File: src/rtl/otp_ctrl_chk_sched_pkg.sv
`default_nettype none
// ============================================================================
// Module      : otp_ctrl_chk_sched_pkg
// Description : Types and constants shared by the periodic check scheduler.
// Revision    : 1.0 - initial release
// ============================================================================
package otp_ctrl_chk_sched_pkg;

  localparam int ChkSchedMskW        = 32;
  localparam int ChkSchedStateW      = 10;
  localparam int DefaultCntWidth     = 40;
  localparam int DefaultReseedThresh = 255;
  localparam logic [DefaultCntWidth-1:0] DefaultLfsrSeed = 40'h1;
  // Galois taps for x^40 + x^38 + x^21 + x^19 + 1 (right-shifting form)
  localparam logic [DefaultCntWidth-1:0] DefaultLfsrPoly = 40'hA0_0014_0000;

  // Pairwise Hamming distance of 5 or more between all codes
  typedef enum logic [ChkSchedStateW-1:0] {
    ResetSt = 10'b1111100000,
    IdleSt  = 10'b0000011111,
    WaitSt  = 10'b1110000111,
    ErrorSt = 10'b0001111000
  } chk_sched_state_e;

  typedef enum logic [3:0] {
    On  = 4'b0101,
    Off = 4'b1010
  } lc_tx_t;

  function automatic logic lc_tx_test_true_loose(lc_tx_t val);
    return val != Off;
  endfunction

endpackage
`default_nettype wire

File: src/rtl/otp_ctrl_chk_lfsr.sv
`default_nettype none
// ============================================================================
// Module      : otp_ctrl_chk_lfsr
// Description : Galois LFSR with draw counter and EDN reseed handshake.
// Revision    : 1.0 - initial release
// ============================================================================
module otp_ctrl_chk_lfsr
  import otp_ctrl_chk_sched_pkg::*;
#(
  parameter int                  CntWidth     = DefaultCntWidth,
  parameter int                  EdnDw        = 64,
  parameter int                  ReseedThresh = DefaultReseedThresh,
  parameter logic [CntWidth-1:0] LfsrSeed     = CntWidth'(1),
  parameter logic [CntWidth-1:0] LfsrPoly     = CntWidth'(DefaultLfsrPoly)
) (
  input  logic                clk_i,
  input  logic                rst_ni,
  input  logic                draw_i,
  output logic                edn_req_o,
  input  logic                edn_ack_i,
  input  logic [EdnDw-1:0]    edn_data_i,
  output logic [CntWidth-1:0] lfsr_o,
  output logic                zero_err_o
);

  localparam int RsW = $clog2(ReseedThresh + 1);

  logic [CntWidth-1:0] r_lfsr;
  logic [CntWidth-1:0] w_step;
  logic [RsW-1:0]      r_rs_cnt;
  logic                w_reseed;

  assign w_step     = (r_lfsr >> 1) ^ ({CntWidth{r_lfsr[0]}} & LfsrPoly);
  assign edn_req_o  = r_rs_cnt >= RsW'(ReseedThresh);
  assign w_reseed   = edn_req_o & edn_ack_i;
  assign lfsr_o     = r_lfsr;
  assign zero_err_o = r_lfsr == '0;

  // The draw count saturates at the threshold because it stops while a request is pending
  always_ff @(posedge clk_i or negedge rst_ni) begin
    if (!rst_ni) begin
      r_lfsr   <= LfsrSeed;
      r_rs_cnt <= '0;
    end else if (w_reseed) begin
      r_lfsr   <= w_step ^ edn_data_i[CntWidth-1:0];
      r_rs_cnt <= '0;
    end else if (draw_i) begin
      r_lfsr <= w_step;
      if (!edn_req_o) r_rs_cnt <= r_rs_cnt + RsW'(1);
    end
  end

  generate
    if (EdnDw > CntWidth) begin : g_edn_unused
      logic unused_edn_hi;
      assign unused_edn_hi = ^edn_data_i[EdnDw-1:CntWidth];
    end
  endgenerate

endmodule
`default_nettype wire

File: src/rtl/otp_ctrl_chk_sched.sv
`default_nettype none
// ============================================================================
// Module      : otp_ctrl_chk_sched
// Description : Round-robin scheduler for NumChk periodic/triggered partition
//               checks. Define OTP_CHK_SCHED_STATS_EN for per-channel counts.
// Revision    : 1.0 - initial release
// ============================================================================
module otp_ctrl_chk_sched
  import otp_ctrl_chk_sched_pkg::*;
#(
  parameter int                  NumChk       = 2,
  parameter int                  NumPart      = 10,
  parameter int                  CntWidth     = DefaultCntWidth,
  parameter int                  EdnDw        = 64,
  parameter int                  ReseedThresh = DefaultReseedThresh,
  parameter logic [CntWidth-1:0] LfsrSeed     = CntWidth'(1),
  parameter logic [CntWidth-1:0] LfsrPoly     = CntWidth'(DefaultLfsrPoly),
  localparam int                 ActW         = (NumChk > 1) ? $clog2(NumChk) : 1
) (
  input  logic                             clk_i,
  input  logic                             rst_ni,
  output logic                             edn_req_o,
  input  logic                             edn_ack_i,
  input  logic [EdnDw-1:0]                 edn_data_i,
  input  logic                             timer_en_i,
  input  logic [NumChk-1:0]                trig_i,
  input  logic [NumChk-1:0]                pause_i,
  input  logic [31:0]                      timeout_i,
  input  logic [NumChk*ChkSchedMskW-1:0]   period_msk_i,
  output logic [NumChk*NumPart-1:0]        chk_req_o,
  input  logic [NumChk*NumPart-1:0]        chk_ack_i,
  output logic [ActW-1:0]                  active_o,
  output logic                             chk_pending_o,
  input  lc_tx_t                           escalate_en_i,
  output logic                             chk_timeout_o,
  output logic                             fsm_err_o
`ifdef OTP_CHK_SCHED_STATS_EN
  ,
  output logic [NumChk*16-1:0]             chk_done_cnt_o
`endif
);

  chk_sched_state_e        r_state;
  logic [ActW-1:0]         r_active, r_rr, w_grant_idx, w_rr_next;
  logic [NumPart-1:0]      r_req, w_ack_slice, w_req_next;
  logic [31:0]             r_tmo;
  logic [NumChk-1:0]       r_trig, w_expired, w_grant_oh;
  logic [CntWidth-1:0]     r_cnt [NumChk];
  logic [CntWidth-1:0]     w_lfsr, w_reload;
  logic [ChkSchedMskW-1:0] w_act_msk;
  logic                    r_timeout, r_fsm_err;
  logic                    w_grant_vld, w_tmo_hit, w_done, w_fatal, w_draw, w_lfsr_zero;

  otp_ctrl_chk_lfsr #(
    .CntWidth     (CntWidth),
    .EdnDw        (EdnDw),
    .ReseedThresh (ReseedThresh),
    .LfsrSeed     (LfsrSeed),
    .LfsrPoly     (LfsrPoly)
  ) u_lfsr (
    .clk_i      (clk_i),
    .rst_ni     (rst_ni),
    .draw_i     (w_draw),
    .edn_req_o  (edn_req_o),
    .edn_ack_i  (edn_ack_i),
    .edn_data_i (edn_data_i),
    .lfsr_o     (w_lfsr),
    .zero_err_o (w_lfsr_zero)
  );

  assign w_ack_slice = chk_ack_i[int'(r_active)*NumPart +: NumPart];
  assign w_req_next  = r_req & ~w_ack_slice;
  assign w_act_msk   = period_msk_i[int'(r_active)*ChkSchedMskW +: ChkSchedMskW];
  assign w_reload    = w_lfsr & {w_act_msk, {(CntWidth-ChkSchedMskW){1'b1}}};
  assign w_fatal     = lc_tx_test_true_loose(escalate_en_i) || w_lfsr_zero;
  // Timeout wins over a completion landing in the same cycle
  assign w_tmo_hit   = (timeout_i != '0) && (r_tmo == '0);
  assign w_done      = (r_state == WaitSt) && !w_tmo_hit && (w_req_next == '0) && !w_fatal;
  assign w_draw      = !w_fatal && (((r_state == ResetSt) && timer_en_i) || w_done);
  assign w_rr_next   = (int'(w_grant_idx) == NumChk - 1) ? '0 : w_grant_idx + 1'b1;

  always_comb begin
    for (int c = 0; c < NumChk; c++) begin
      w_expired[c] = ((period_msk_i[c*ChkSchedMskW +: ChkSchedMskW] != '0) && (r_cnt[c] == '0))
                     || r_trig[c];
    end
  end

  // First expired channel at or after the round-robin pointer, wrapping
  always_comb begin
    w_grant_vld = 1'b0;
    w_grant_idx = '0;
    for (int i = 0; i < NumChk; i++) begin
      if (!w_grant_vld && w_expired[(int'(r_rr) + i) % NumChk]) begin
        w_grant_vld = 1'b1;
        w_grant_idx = ActW'((int'(r_rr) + i) % NumChk);
      end
    end
    w_grant_oh = '0;
    if (w_grant_vld) w_grant_oh[w_grant_idx] = 1'b1;
  end

  always_ff @(posedge clk_i or negedge rst_ni) begin
    if (!rst_ni) begin
      r_state   <= ResetSt;
      r_active  <= '0;
      r_rr      <= '0;
      r_req     <= '0;
      r_tmo     <= '0;
      r_trig    <= '0;
      r_timeout <= 1'b0;
      r_fsm_err <= 1'b0;
      for (int c = 0; c < NumChk; c++) r_cnt[c] <= '0;
    end else begin
      for (int c = 0; c < NumChk; c++) begin
        if ((r_state != ResetSt) && (r_cnt[c] != '0)) r_cnt[c] <= r_cnt[c] - 1'b1;
      end
      r_trig <= r_trig | trig_i;
      if (w_fatal) begin
        r_state   <= ErrorSt;
        r_fsm_err <= 1'b1;
        r_req     <= '0;
        r_trig    <= '0;
      end else begin
        case (r_state)
          ResetSt: if (timer_en_i) r_state <= IdleSt;
          IdleSt: begin
            if (w_grant_vld) begin
              r_state  <= WaitSt;
              r_active <= w_grant_idx;
              r_rr     <= w_rr_next;
              r_req    <= '1;
              r_tmo    <= timeout_i;
              r_trig   <= (r_trig & ~w_grant_oh) | trig_i;
            end
          end
          WaitSt: begin
            r_req <= w_req_next;
            if ((r_tmo != '0) && !pause_i[r_active]) r_tmo <= r_tmo - 1'b1;
            if (w_tmo_hit) begin
              r_state   <= ErrorSt;
              r_timeout <= 1'b1;
              r_req     <= '0;
              r_trig    <= '0;
            end else if (w_req_next == '0) begin
              r_state         <= IdleSt;
              r_cnt[r_active] <= w_reload;
            end
          end
          ErrorSt: begin
            r_req  <= '0;
            r_trig <= '0;
          end
          default: begin
            r_state   <= ErrorSt;
            r_fsm_err <= 1'b1;
            r_req     <= '0;
            r_trig    <= '0;
          end
        endcase
      end
    end
  end

  always_comb begin
    chk_req_o = '0;
    if (r_state == WaitSt) chk_req_o[int'(r_active)*NumPart +: NumPart] = r_req;
  end

  assign active_o      = r_active;
  assign chk_pending_o = (|r_trig) || (r_state == WaitSt);
  assign chk_timeout_o = r_timeout;
  assign fsm_err_o     = r_fsm_err;

`ifdef OTP_CHK_SCHED_STATS_EN
  logic [15:0] r_done_cnt [NumChk];

  always_ff @(posedge clk_i or negedge rst_ni) begin
    if (!rst_ni) begin
      for (int c = 0; c < NumChk; c++) r_done_cnt[c] <= '0;
    end else if (w_done && (r_done_cnt[r_active] != 16'hFFFF)) begin
      r_done_cnt[r_active] <= r_done_cnt[r_active] + 16'd1;
    end
  end

  for (genvar c = 0; c < NumChk; c++) begin : g_done_out
    assign chk_done_cnt_o[c*16 +: 16] = r_done_cnt[c];
  end
`endif

endmodule
`default_nettype wire
File: config.mk
export PLATFORM = sky130hd
export DESIGN_NAME = otp_ctrl_chk_sched
export DESIGN_NICKNAME = d
export VERILOG_FILES = /design/src/rtl/otp_ctrl_chk_sched_pkg.sv /design/src/rtl/otp_ctrl_chk_lfsr.sv /design/src/rtl/otp_ctrl_chk_sched.sv
export SDC_FILE = /design/constraint.sdc
export NUM_CORES = 1
export LEC_CHECK = 0
export ABC_AREA = 0
export CELL_PAD_IN_SITES_DETAIL_PLACEMENT = 0
export CELL_PAD_IN_SITES_GLOBAL_PLACEMENT = 1
export CORE_MARGIN = 8
export CORE_UTILIZATION = 41
export DETAILED_ROUTE_END_ITERATION = 6
export GPL_TIMING_DRIVEN = 0
export PLACE_DENSITY = 0.8
export SLEW_MARGIN = 20
export SYNTH_ARGS = -nofsm -noshare
export SYNTH_HDL_FRONTEND = slang
export SYNTH_HIERARCHICAL = 1
export SYNTH_SLANG_ARGS = --single-unit
File: constraint.sdc
create_clock -name clk_i -period 5.35 [get_ports clk_i]
set_input_delay 1.07 -clock clk_i [delete_from_list [all_inputs] [get_ports clk_i]]
set_output_delay 1.07 -clock clk_i [all_outputs]
set_load 0.03 [all_outputs]
# Word-level counts from Yosys, hierarchy flattened
# Cells that the tools add are included.
# totals
reg_bits	186
out_inout_bits	25
elab_cells	154
# classes
addsub	7
mul	1
magnitude_cmp	8
eq_ne	15
n_shift	4
mux	49
bitwise_logic	14
n_reduce_logical	44
# op_table
cell	n
two-way mux 80 bit	4
two-way mux 40 bit	5
nonzero test 32 bit	4
logical NOT 40 bit	3
bitwise mux 80 bit	1
two-way mux 10 bit	8
nonzero test 40 bit	2
subtractor 40 x 1 -> 40 bit (second input constant)	2
two-way mux 32 bit	2
case mux 32 bit (2 select lines)	1
variable part select 64 x 7 -> 32 bit	1
AND 40 bit	1
demux 40 bit (select 1 bit)	1
case mux 10 bit (4 select lines)	1
XOR 39 x 40 -> 40 bit	1
XOR 40 bit	1
negation 5 -> 33 bit	1
variable shift 10 x 33 -> 20 bit (first input constant)	1
variable part select 10 x 33 -> 20 bit	1
logical NOT 32 bit	1
variable part select 20 x 32 -> 10 bit	1
subtractor 32 x 1 -> 32 bit (second input constant)	1
case mux 10 bit (3 select lines)	1
two-way mux 8 bit	3
other kinds (42)	94

# Longest topological paths before layout
# depth
depth_word	20
depth_mapped	15
depth_no_buf	12

# Modules after synthesis
# Netlist, hierarchy kept.
# by_module_without_submodules
mod	instances	cells_each	area_each_um2
otp_ctrl_chk_sched	1	964	8295.5
otp_ctrl_chk_lfsr	1	328	3039.2

# Worst setup path after synthesis
# Ideal clock, no wire load.
# synth_path
path_type	register to register
start	register r_tmo[0]
end	register u_lfsr.r_rs_cnt[1]
arrival_time_ps	3346
required_ps	5225
setup_slack_ps	1879
path_stages_with_launch	13
path_buffers	1
period_less_slack_ps	3471
path_cell_list	dfrtp_1 > inv_1 > ha_1 > or4b_2 > nor4_2 > nand4_1 > o21ai_1 > clkbuf_1 > inv_1 > a32o_1 > a21boi_1 > or2_4 > mux2_4
# synth_via
elab_chain_len	10
# synth_rtl
item	line_no	text
from (decl)	otp_ctrl_chk_sched.sv:46	logic [31:0] r_tmo;
from (signal assigned)	otp_ctrl_chk_sched.sv:133	r_tmo <= timeout_i;
from (signal assigned)	otp_ctrl_chk_sched.sv:139	if ((r_tmo != '0) && !pause_i[r_active]) r_tmo <= r_tmo - 1'b1;
logical NOT 32 bit	otp_ctrl_chk_sched.sv:77	assign w_tmo_hit = (timeout_i != '0) && (r_tmo == '0);
logical AND 1 bit	otp_ctrl_chk_sched.sv:77	
logical NOT 1 bit	otp_ctrl_chk_sched.sv:78	assign w_done = (r_state == WaitSt) && !w_tmo_hit && (w_req_next == '0) && !w_fatal;
logical AND 1 bit (3 in series)	otp_ctrl_chk_sched.sv:78	
logical OR 1 bit	otp_ctrl_chk_sched.sv:79	assign w_draw = !w_fatal && (((r_state == ResetSt) && timer_en_i) || w_done);
logical AND 1 bit	otp_ctrl_chk_sched.sv:79	
via w_draw	otp_ctrl_chk_sched.sv:52	logic w_grant_vld, w_tmo_hit, w_done, w_fatal, w_draw, w_lfsr_zero;
nonzero test 2 bit (no line)	--	
AND reduction 2 bit (no line)	--	
to (signal assigned)	otp_ctrl_chk_lfsr.sv:49	if (!edn_req_o) r_rs_cnt <= r_rs_cnt + RsW'(1);
to (decl)	otp_ctrl_chk_lfsr.sv:30	logic [RsW-1:0] r_rs_cnt;
# The timed path passes the listed nets, and every way through them passes these cells.
# A chain may end at the register's enable or synchronous reset.

# Worst setup path in the final report
# layout_path
start	register r_tmo[0]
end	register u_lfsr.r_lfsr[21] (netlist: u_lfsr/lfsr_o[21])
# layout_via
elab_chain_len	9
# layout_rtl
item	line_no	text
logical NOT 32 bit	otp_ctrl_chk_sched.sv:77	
logical AND 1 bit	otp_ctrl_chk_sched.sv:77	
logical NOT 1 bit	otp_ctrl_chk_sched.sv:78	
logical AND 1 bit (3 in series)	otp_ctrl_chk_sched.sv:78	
logical OR 1 bit	otp_ctrl_chk_sched.sv:79	
logical AND 1 bit	otp_ctrl_chk_sched.sv:79	
via w_draw	otp_ctrl_chk_sched.sv:52	
nonzero test 2 bit (no line)	--	
to (signal assigned)	otp_ctrl_chk_lfsr.sv:42	r_lfsr <= LfsrSeed;
to (signal assigned)	otp_ctrl_chk_lfsr.sv:45	r_lfsr <= w_step ^ edn_data_i[CntWidth-1:0];
to (signal assigned)	otp_ctrl_chk_lfsr.sv:48	r_lfsr <= w_step;
to (decl)	otp_ctrl_chk_lfsr.sv:28	logic [CntWidth-1:0] r_lfsr;
# The timed path passes the listed nets, and every way through them passes these cells.

==> reports/qor.yml <==
status: "finished, violations left"
violations: "design-rule violations"
syn_inst: 1292
area_growth_syn_to_layout_pct: 26.4
worst_slack_ps: 765
grt_pass1_wl_microns: 65300
fp.dieArea_sq_um: 33200
cts_buffer_depth: 2
synth-seq-area-share: 0.398
p_sw_mw: 0.679
async_flop_share: 1.00
skew_ps: 18.7
post-route-period-util: 0.857
p_int_mw: 2.14
finalPower_mw: 2.82
yosys_warnings: 6
worstPathRequired_ps: 5660
fin_setup_tns_ps: 0
crit_slowest_cell: "or4b_2"
cap_violations: 0
tritoncts: "done"
maxSlewViolCount: 0
crit_top_cell: "clkbuf_1"
worstPathCellList: "inv_1 -> ha_1 -> or4b_2 -> nor4_2 -> nand4_1 -> o21ai_1 -> clkbuf_1 -> inv_1 -> a32o_1 -> clkbuf_1 -> clkbuf_1 -> nand3_1 -> nand4_1"
power_density_nw_per_um2: 197
cts.htree.levels: 4
slew_headroom: 0.400
sequentialPowerShare: 0.482
vias: 11500
finalCriticalPeriod_ps: 4590
grt_pass1_vias: 11600
synth_edf_count: 0
syn_nets: 1488
avgViaCountPerCell: 6.19
rsz0062_at_grt: "no"
syn-mean-instance-area_sq_um: 8.77
postCtsSetupRepairBufs: 0
grt_max_degree: 88
dr.pass1.iters: 7
fin_nets: 1702
min_path_type: "reg2reg"
diodes: 0
drc: 31
clkLatencyLatePin_ps: 440
netlist_area_sq_um: 11300
leakagePower_nw: 4.95
synth_seq_cells: 180
pwr-share-comb: 0.073
gp_congestion: 0.912
boundaryPins: 217
chipHeight_microns: 182
dp_slack_ps: 812
drt_iter0_drc: 1002
worst-path-max-fanout: 10
p_clk_frac: 0.445
max_freq_mhz: 218
ant_nets: 0
cp.arrival_ps: 4900
critPathMaxStageDelay_ps: 660
clk_pin_slew_ps: 70
rows: 61
grt_antenna_before_repair: 0
setup_viol: 0
path_buf_inv: 5
switching_share: 0.241
critPathKind: "reg2reg"
yosysUniqueCellTypes: 73
numCtsBuffers: 17
dp.cells: 1833
cts_root_buffer: "clkbuf_16"
layout-drive-gt1-share: 0.0718
routed_wl_microns: 41900
overflow: 0
io_buffers: 192
die_w_microns: 182
cts.sinks: 180
irDropWorstVdd_mv: 0.209
final_cells: 1865
worst_setup_path_start_kind: "flop"
fp.coreArea_sq_um: 27500
cts_resized: 0
dp_hpwl_microns: 32000
avgRoutedWirePerCell_microns: 22.4
holdBufCountCts: 0
worst_slew_pin_slew_ps: 893
synth_flop_cell: "dfrtp_1"
cp_top_family: "simple AND/OR/NAND/NOR gates"
start_util: 0.413
crit_path_end_kind: "flop"
gr-usage-all-layers: 0.249
final-hold-violation-count: 0
cell usage in the layout (no fill, tap or decap), drive strengths merged, types with 3 or more instances in the layout:
cell type / Yosys / final
nor2b: 3 / 3
o311ai: 6 / 6
or3: 27 / 27
dfstp: 3 / 3
nor4b: 5 / 5
nor3b: 8 / 8
a21oi: 114 / 114
a31oi: 9 / 9
clkbuf: 48 / 65
a221oi: 4 / 4
a22oi: 6 / 6
xnor2: 48 / 48
and4: 3 / 3
clkdlybuf4s50: 0 / 191
mux2: 11 / 11
ha: 4 / 4
nand2b: 16 / 16
nand2: 74 / 74
and3: 13 / 13
nand3b: 120 / 120
a211oi: 3 / 3
clkinv: 0 / 3
and2: 13 / 13
xor2: 26 / 26
o22ai: 5 / 5
nand4: 59 / 59
nand4b: 3 / 3
inv: 11 / 20
dfrtp: 177 / 177
nor2: 60 / 60
nand3: 100 / 100
buf: 32 / 36
o31ai: 5 / 5
o211ai: 28 / 28
nor3: 48 / 48
or4: 19 / 19
o21ai: 65 / 65
nor4: 64 / 64
mux2i: 17 / 17
or2: 10 / 10
cell usage after synthesis, types with 10 or more instances:
cell	n	area, sq um
clkbuf_1	48	180
nor4_1	61	382
and3_1	11	68.8
inv_1	11	41.3
or4_1	15	113
and2_1	13	81.3
nand3_1	100	500
or3_1	27	169
xor2_1	26	228
nand2b_1	16	100
nand3b_1	120	901
nor2_1	59	221
nand4_1	59	369
o211ai_1	28	210
mux2_2	10	113
o21ai_0	59	295
nand2_1	74	278
a21oi_1	110	551
nor3_1	47	235
mux2i_1	17	170
dfrtp_1	177	4430
xnor2_1	48	420
buf_2	24	120
metal layers:
metal | vias to the layer above | share of wire | GRT usage
met3 | 83 | 0.077 | 0.0489
met5 | - | 0 | 0
met4 | 0 | 0.036 | 0.100
li1 | 5324 | - | -
met2 | 514 | 0.45 | 0.396
met1 | 5627 | 0.43 | 0.328
layout make-up:
cell class              count  area, sq um
multi-input cells        1021         6430
well taps                 346          433
fillers                  2548        13100
clock inverters            15          144
clock buffers              17          425
plain buffers              80          364
inverters                  11         41.3
repair buffers            195         1990
flip-flops and latches    180         4510
per-stage QoR:
stage          utilization  hold slack [ps]  area [sq um]
6_report             0.522              495         14300
3_5_place_dp         0.501              474         13800
5_1_grt              0.522              511         14300
3_3_place_gp         0.498              444         13700
2_1_floorplan            -              451         11300
4_1_cts              0.522              495         14300
worst paths after layout:
| check | to | cells past startpoint | slack, ps | start |
|---|---|---|---|---|
| max in group asynchronous | u_lfsr/lfsr_o[0] | 2 | 4020 | rst_ni |
| min in group asynchronous | r_tmo[18] | 1 | 510 | rst_ni |
| setup reg to reg | u_lfsr/lfsr_o[21] | 13 | 760 | r_tmo[0] |
| hold / removal | chk_timeout_o | 1 | 490 | chk_timeout_o |
| setup / recovery | u_lfsr/lfsr_o[21] | 13 | 760 | r_tmo[0] |
| hold reg to reg | chk_timeout_o | 1 | 490 | chk_timeout_o |
kinds of logic after synthesis:
family / share of synthesized area
and+or+nand+nor: 0.339
adders and majority gates: 0.00442
muxes: 0.0263
AOI/OAI and AO/OA: 0.140
xor gates and xnor gates: 0.0572
DFF: 0.398
buffers and inverters: 0.0358
state kept, by name, summed over array words and instances, names as in the netlist:
| signal | count |
|---|---|
| u_lfsr/r_rs_cnt | 8 |
| r_tmo | 32 |
| u_lfsr/lfsr_o | 40 |
| fsm_err_o | 1 |
| r_rr | 1 |
| r_cnt | 80 |
| chk_timeout_o | 1 |
| active_o | 1 |
| r_trig | 2 |
| r_req | 10 |
| r_state | 4 |
power by group through the flow:
stage	clock, mW	combinational (mW)	sequential [mW]
6_report	1.26	0.206	1.36
3_3_place_gp	0	0.201	1.39
4_1_cts	1.28	0.207	1.36
3_5_place_dp	0	0.207	1.39
5_1_grt	1.33	0.220	1.36
2_1_floorplan	0	0.0186	1.39
worst reg2reg max path: cells and delay by family (launching register included):
kind / cells / cell delay [ps]
buffers and inverters: 5 / 1160
adder cells (fa/ha/maj): 1 / 200
AO/OA/AOI/OAI: 2 / 810
AND/OR/NAND/NOR: 5 / 1870
flip-flops: 1 / 420
Power figures use the tool's default switching activity.
